<file path="src/rtl/eth_stream_pkg.sv">
// eth_stream_pkg
// Shared definitions for the 10-bit receive/transmit Ethernet byte stream
// {cke, frm, dat[7:0]}. It holds:
//   - the stream bit positions;
//   - the IEEE 802.3 CRC-32 constants (reflected form);
//   - the default legal frame-length bounds;
//   - the receive checker state encoding;
//   - the bitwise CRC helper used by the one-byte CRC block.
package eth_stream_pkg;

  // Stream bit positions
  localparam int CKE_BIT = 9;
  localparam int FRM_BIT = 8;
  localparam int DAT_MSB = 7;
  localparam int DAT_LSB = 0;

  // CRC-32, reflected polynomial, processed LSB first.
  // The residue is the register value after the FCS itself has been run
  // through the CRC, with no final inversion.
  localparam logic [31:0] CRC_POLY    = 32'hEDB8_8320;
  localparam logic [31:0] CRC_INIT    = 32'hFFFF_FFFF;
  localparam logic [31:0] CRC_RESIDUE = 32'hDEBB_20E3;

  // Frame length bounds in bytes, FCS included
  localparam int MIN_LEN_DEF = 64;
  localparam int MAX_LEN_DEF = 1522;

  // Length counter width and its saturation value
  localparam logic [10:0] LEN_SAT = 11'd2047;

  typedef enum logic [0:0] {
    ST_IDLE     = 1'b0,
    ST_IN_FRAME = 1'b1
  } rx_state_e;

  // One data bit into the reflected CRC register
  function automatic logic [31:0] crc32_bit(input logic [31:0] crc, input logic b);
    logic [31:0] r;
    if ((crc[0] ^ b) == 1'b1) begin
      r = {1'b0, crc[31:1]} ^ CRC_POLY;
    end else begin
      r = {1'b0, crc[31:1]};
    end
    return r;
  endfunction

  // One byte into the CRC register, bit 0 of the byte first
  function automatic logic [31:0] crc32_byte(input logic [31:0] crc, input logic [7:0] d);
    logic [31:0] r;
    r = crc;
    for (int i = 0; i < 8; i++) begin
      r = crc32_bit(r, d[i]);
    end
    return r;
  endfunction

endpackage

</file>
<file path="src/rtl/eth_crc32_d8.sv">
// eth_crc32_d8
// Combinational next-state function of the IEEE 802.3 CRC-32 for one byte.
// This block is shared by the receive checker and the transmit CRC inserter.
// Ports:
//   crc_i [31:0] : current CRC register
//   dat_i [7:0]  : data byte (bit 0 enters first)
//   crc_o [31:0] : CRC register after the byte
module eth_crc32_d8
  import eth_stream_pkg::*;
(
  input  logic [31:0] crc_i,
  input  logic [7:0]  dat_i,
  output logic [31:0] crc_o
);

  // Byte-wide CRC update
  always_comb begin
    crc_o = crc32_byte(crc_i, dat_i);
  end

endmodule

</file>
<file path="src/rtl/eth_rx_crc_check.sv">
// eth_rx_crc_check
// Receive-side frame check. It sits between the MAC receiver and the packet
// parser. It performs these functions:
//   - checks the FCS (CRC-32) of each frame;
//   - strips the 4 FCS bytes by holding the stream in a 4-byte delay line;
//   - checks the frame length against MIN_LEN..MAX_LEN;
//   - reports one OK/BAD pulse per frame.
// Parameters:
//   MIN_LEN, MAX_LEN : legal frame length bounds in bytes, FCS included
// Ports:
//   CLK             : stream clock
//   RST_L           : synchronous active-low reset
//   IN_ETH_STREAM   : {cke, frm, dat[7:0]}, frame from DA through FCS
//   OUT_ETH_STREAM  : same format, FCS removed, one cycle behind IN cke
//   FRM_OK / FRM_BAD: one-cycle status pulse at end of frame
//   FRM_LEN         : byte count (FCS included, saturating), held to next pulse
module eth_rx_crc_check
  import eth_stream_pkg::*;
#(
  parameter int MIN_LEN = MIN_LEN_DEF,
  parameter int MAX_LEN = MAX_LEN_DEF
) (
  input  logic        CLK,
  input  logic        RST_L,
  input  logic [9:0]  IN_ETH_STREAM,
  output logic [9:0]  OUT_ETH_STREAM,
  output logic        FRM_OK,
  output logic        FRM_BAD,
  output logic [10:0] FRM_LEN
);

  localparam logic [10:0] MIN_LEN_C = 11'(MIN_LEN);
  localparam logic [10:0] MAX_LEN_C = 11'(MAX_LEN);

  logic        in_cke_s;
  logic        in_frm_s;
  logic [7:0]  in_dat_s;

  rx_state_e   state_q, state_d;
  logic [31:0] crc_q, crc_d;
  logic [31:0] crc_seed_s;
  logic [31:0] crc_next_s;
  logic [10:0] len_q, len_d;
  logic [10:0] len_inc_s;
  logic [31:0] dly_q, dly_d;      // [7:0] newest byte, [31:24] oldest byte
  logic [2:0]  fill_q, fill_d;    // bytes held in the delay line, 0..4
  logic [9:0]  out_q, out_d;
  logic        ok_q, ok_d;
  logic        bad_q, bad_d;
  logic [10:0] frm_len_q, frm_len_d;
  logic        frame_good_s;

  assign in_cke_s = IN_ETH_STREAM[CKE_BIT];
  assign in_frm_s = IN_ETH_STREAM[FRM_BIT];
  assign in_dat_s = IN_ETH_STREAM[DAT_MSB:DAT_LSB];

  // The first byte of a frame starts from the init value, so a new frame
  // never depends on whatever the previous frame left in crc_q.
  assign crc_seed_s = (state_q == ST_IDLE) ? CRC_INIT : crc_q;

  eth_crc32_d8 u_crc (
    .crc_i (crc_seed_s),
    .dat_i (in_dat_s),
    .crc_o (crc_next_s)
  );

  assign len_inc_s = (len_q == LEN_SAT) ? len_q : (len_q + 11'd1);

  // Frames under 5 bytes are bad even if MIN_LEN is set very low.
  assign frame_good_s = (crc_q == CRC_RESIDUE) &&
                        (len_q >= MIN_LEN_C) &&
                        (len_q <= MAX_LEN_C) &&
                        (len_q >= 11'd5);

  // Next-state, delay line, counters and status for one input cycle
  always_comb begin
    state_d   = state_q;
    crc_d     = crc_q;
    len_d     = len_q;
    dly_d     = dly_q;
    fill_d    = fill_q;
    out_d     = {in_cke_s, 1'b0, 8'd0};  // out cke always follows in cke
    ok_d      = 1'b0;
    bad_d     = 1'b0;
    frm_len_d = frm_len_q;

    if (in_cke_s) begin
      case (state_q)
        ST_IDLE: begin
          if (in_frm_s) begin
            state_d = ST_IN_FRAME;
            crc_d   = crc_next_s;
            len_d   = 11'd1;
            dly_d   = {24'd0, in_dat_s};
            fill_d  = 3'd1;
          end else begin
            state_d = ST_IDLE;
          end
        end
        ST_IN_FRAME: begin
          if (in_frm_s) begin
            crc_d = crc_next_s;
            len_d = len_inc_s;
            dly_d = {dly_q[23:0], in_dat_s};
            // Only a push into a full line releases a byte; the last four
            // bytes of the frame (the FCS) therefore never leave.
            if (fill_q == 3'd4) begin
              out_d  = {1'b1, 1'b1, dly_q[31:24]};
              fill_d = fill_q;
            end else begin
              fill_d = fill_q + 3'd1;
            end
          end else begin
            state_d   = ST_IDLE;
            ok_d      = frame_good_s;
            bad_d     = ~frame_good_s;
            frm_len_d = len_q;
          end
        end
        default: begin
          state_d = ST_IDLE;
        end
      endcase
    end else begin
      state_d = state_q;
    end
  end

  // State and output registers with synchronous reset
  always_ff @(posedge CLK) begin
    if (!RST_L) begin
      state_q   <= ST_IDLE;
      crc_q     <= CRC_INIT;
      len_q     <= 11'd0;
      dly_q     <= 32'd0;
      fill_q    <= 3'd0;
      out_q     <= 10'd0;
      ok_q      <= 1'b0;
      bad_q     <= 1'b0;
      frm_len_q <= 11'd0;
    end else begin
      state_q   <= state_d;
      crc_q     <= crc_d;
      len_q     <= len_d;
      dly_q     <= dly_d;
      fill_q    <= fill_d;
      out_q     <= out_d;
      ok_q      <= ok_d;
      bad_q     <= bad_d;
      frm_len_q <= frm_len_d;
    end
  end

  assign OUT_ETH_STREAM = out_q;
  assign FRM_OK         = ok_q;
  assign FRM_BAD        = bad_q;
  assign FRM_LEN        = frm_len_q;

endmodule

</file>
<file path="config.mk">
export PLATFORM = sky130hd
export DESIGN_NAME = eth_rx_crc_check
export DESIGN_NICKNAME = d
export VERILOG_FILES = /design/src/rtl/eth_stream_pkg.sv /design/src/rtl/eth_crc32_d8.sv /design/src/rtl/eth_rx_crc_check.sv
export SDC_FILE = /design/constraint.sdc
export NUM_CORES = 1
export LEC_CHECK = 0
export BUFFER_PORTS_ARGS = -buffer_cell sky130_fd_sc_hd__buf_4
export CORE_UTILIZATION = 60
export DETAILED_ROUTE_END_ITERATION = 7
export PLACE_DENSITY = 0.78
export SETUP_SLACK_MARGIN = 0.15
export SLEW_MARGIN = 20
export SYNTH_ARGS = -nofsm -noshare
export SYNTH_HDL_FRONTEND = slang
export SYNTH_HIERARCHICAL = 1
export SYNTH_SLANG_ARGS = --single-unit
</file>
<file path="constraint.sdc">
create_clock -name CLK -period 6.8 [get_ports CLK]
set_clock_uncertainty 0.1 [all_clocks]
set_input_delay 1.36 -clock CLK [delete_from_list [all_inputs] [get_ports CLK]]
set_output_delay 1.36 -clock CLK [all_outputs]
set_load 0.05 [all_outputs]
</file>
==> out/metrics.csv <==
stage,metric,value,unit
finish,Multi-input gate area,2730,sq um
setup_path,CP arrival,3.09,ns
placed_design,final RePlAce weighted congestion,0.855,
floorplanning,die height,92.8,microns
floorplanning,Cell Rows,32,
clock_network,PostCTS Resize Cnt,0,
clock_network,H-tree depth,3,
timing,RSZ-0062 raised after global routing,no,
timing,fmax,0.338,GHz
yosys,syn_nets,584,
hold_path,hold wc startpoint,dly_q[28],
pwr,leakage,2.05,nW
floorplanning,initial core utilization,63.1,%
clock_network,Worst-path clk slew,0.11,ns
run_status,status,"finished, final reports clean",
placed_design,post-placement cell count,671,
setup_path,slowest cell delay on critical path,0.44,ns
global_routing,first-pass GRT wire length,17200,microns
placed_design,PortBufs,34,
setup_path,"Cell Chain, Critical Path",buf_4 > xnor2_2 > xnor2_1 > xnor2_1 > xor3_1 > nand2_1 > nand3_1,
finish,Reg area,2040,sq um
setup_path,CP endpoint kind,flop,
setup_path,cell mode on critical path,xnor2_1,
pwr,Comb power frac,16.9,%
pwr,Sw Ratio,30.2,%
global_routing,total track usage,25.2,%
setup_path,Crit path required time,6.93,ns
setup_path,stages on the worst setup path,7,
timing,Final Hold Vio Count,0,
setup_path,Reg2Reg Depth,7,
timing,Slew Limit Fails,0,
pwr,internal power,0.000861,W
timing,fin crit period,2.96,ns
detailed_routing,final WL,10100,microns
floorplanning,IO Count,35,
setup_path,R2R setup slack,3.88,ns
timing,Worst Tran Pin Value,0.788,ns
pwr,Peak VDD IR,0.148,mV
clock_network,clk root buf,clkbuf_8,
detailed_routing,drt pass-1 iters,5,
detailed_routing,via/cell ratio,5.55,
clock_network,hold_buf cts,0,
placed_design,Detail Placement HPWL,6540,microns
floorplanning,Die X,92.8,microns
detailed_routing,Avg WL per Cell,14.7,microns
clock_network,Max Buffers Root-to-Sink,2,
finish,"commonest cells after routing, fill and taps aside","nand2_1, dfxtp_1, nand3_1",
pwr,PwrDens,228,nW/um^2
global_routing,total gr overflow,0,
timing,Final setup viols,0,
finish,Non-Filler Instances,687,
hold_path,Tightest Hold Check Type,reg -> reg,
finish,antenna diode count,0,
global_routing,vias in the first global route,3551,
yosys,async set-reset flop share out of synthesis,0,%
job,Max-Cap Viols,0,
timing,fin crit share,43.5,%
clock_network,CTS tree,built,
global_routing,initial antenna violation count,0,
setup_path,Critical-path top delay cell,xnor2_1,
setup_path,Reg-to-Reg Start,state_q,
yosys,Syn Area/Cell,8.72,sq um
yosys,"Top FF cell, synth",dfxtp_1,
floorplanning,die area,8620,sq um
hold_path,Hold Path Depth,2,
yosys,Syn Inst Count,568,
hold_path,Min-Delay Endpoint,dly_q[28],
detailed_routing,drt drc,0,
clock_network,total CTS buffers,9,
yosys,"Warnings, synthesis",6,
setup_path,"CP delay by family, top",XOR/XNOR gates,
finish,nets,596,
floorplanning,core footprint,7850,sq um
setup_path,FF-to-FF End,crc_q[23],
setup_path,Setup crit start,IN_ETH_STREAM[3],
yosys,"Seq/Total Area, Yosys",41.2,%
detailed_routing,Routed Antenna Nets,0,
detailed_routing,Via Count,3815,
pwr,Sw Pwr,0.000373,W
yosys,number of distinct library cells after synthesis,47,
pwr,clock share of power,31.7,%
global_routing,largest net degree at the start of global routing,88,
finish,"most common cell after layout, fill and taps aside",nand2_1,
finish,FILL cells,662,
yosys,register bit count reported by yosys,102,
setup_path,kind of critical path,in -> reg,
detailed_routing,Iteration-0 DRC Markers,260,
finish,ratio of cells with drive above 1 in the final layout,12.1,%
timing,Fin Setup TNS,0,ns
clock_network,clk sink count,102,
yosys,Syn Std Cell Area,4950,sq um
setup_path,crit path max fanout,5,
pwr,Seq pwr share,51.5,%
timing,Rel. slew slack,47.5,%
clock_network,latest clock arrival within the worst-skew pair,0.38,ns
setup_path,CP bufs+invs,1,
clock_network,post-CTS setup buffers,0,
setup_path,Worst setup SP type,primary input,
finish,"Area growth, synth to finish",9.33,%
yosys,"EDFF count, synth",0,
[metal layers]
layer | track usage (%) | vias up | share of wire, %
li1 | - | 1915 | -
met1 | 34.5 | 1796 | 47
met2 | 40.4 | 94 | 48
met3 | 4.60 | 10 | 3.9
met4 | 7.44 | 0 | 0.89
met5 | 0 | - | 0
[through the flow]
step	area [sq um]	hold WS, ns	total power [W]	setup WS, ns	utilization, %
6_report	5410	0.353	0.00123	3.84	69.0
3_3_place_gp	5200	0.332	0.000852	3.52	66.3
2_1_floorplan	4950	0.326	0.000813	3.78	-
4_1_cts	5410	0.356	0.00124	3.84	69.0
3_5_place_dp	5200	0.341	0.000854	3.45	66.3
5_1_grt	5410	0.368	0.00129	3.68	69.0
[power by group through the flow]
stage               clock network [W]  registers (W)  logic [W]
finish                       0.000391       0.000635   0.000208
global route                 0.000426       0.000639   0.000227
CTS                          0.000397       0.000635   0.000208
detailed placement                  0       0.000649   0.000206
global placement                    0       0.000648   0.000204
floorplan                           0       0.000642   0.000171
[cell usage after synthesis, types with 5 or more instances]
library cell,number,area share (%)
nand2b_1,34,4.3
clkbuf_1,23,1.7
xnor2_1,43,7.6
nand4b_1,6,1.1
a311oi_1,5,0.88
xor2_2,5,1.6
xor2_1,12,2.1
and2_1,11,1.4
a21oi_1,11,1.1
and3_1,6,0.76
xnor2_2,5,1.6
dfxtp_1,102,41
buf_2,7,0.71
nand3_1,63,6.4
inv_1,6,0.45
nand2_1,133,10
a21boi_1,47,7.1
[registers in the layout, indices dropped and copies added, names as in the netlist]
name and flops:
len_q 11, fill_q 3, FRM_OK 1, state_q 1, dly_q 32, crc_q 32, OUT_ETH_STREAM 10, FRM_BAD 1
FRM_LEN 11
[cells by family (layout without fill, tap and decap cells)]
group | after synthesis | in the layout | share of synthesized area [%]
buf+inv | 42 | 59 | 3.66
simple gates | 274 | 274 | 27.1
compound gates | 76 | 76 | 11.5
flops | 102 | 102 | 41.2
fa+ha+maj | 4 | 4 | 1.01
xor+xnor | 70 | 70 | 15.5
[tightest hold or removal path: cells and delay by family, from the launching register on]
kind / cells / cell delay, ns
simple gates: 1 / 0.05
flops: 1 / 0.32
compound gates: 1 / 0.05
[layout make-up]
cell class | instances | area share (%)
Inverter | 6 | 0.416
Tap cell | 102 | 2.36
Clock buffer | 9 | 2.29
Clock inverter | 7 | 1.60
Multi-Input combinational cell | 424 | 50.5
Sequential cell | 102 | 37.7
Timing Repair Buffer | 37 | 5.13
[worst max-delay path by stage]
| stage | to | slack, ns |
|---|---|---|
| final | crc_q[23] | 3.84 |
| after global routing | crc_q[20] | 3.68 |
| after CTS | crc_q[23] | 3.84 |
| after detailed placement | crc_q[23] | 3.45 |
| after global placement | crc_q[23] | 3.52 |
| after floorplan | crc_q[20] | 3.78 |
Power figures use the tool's default switching activity.
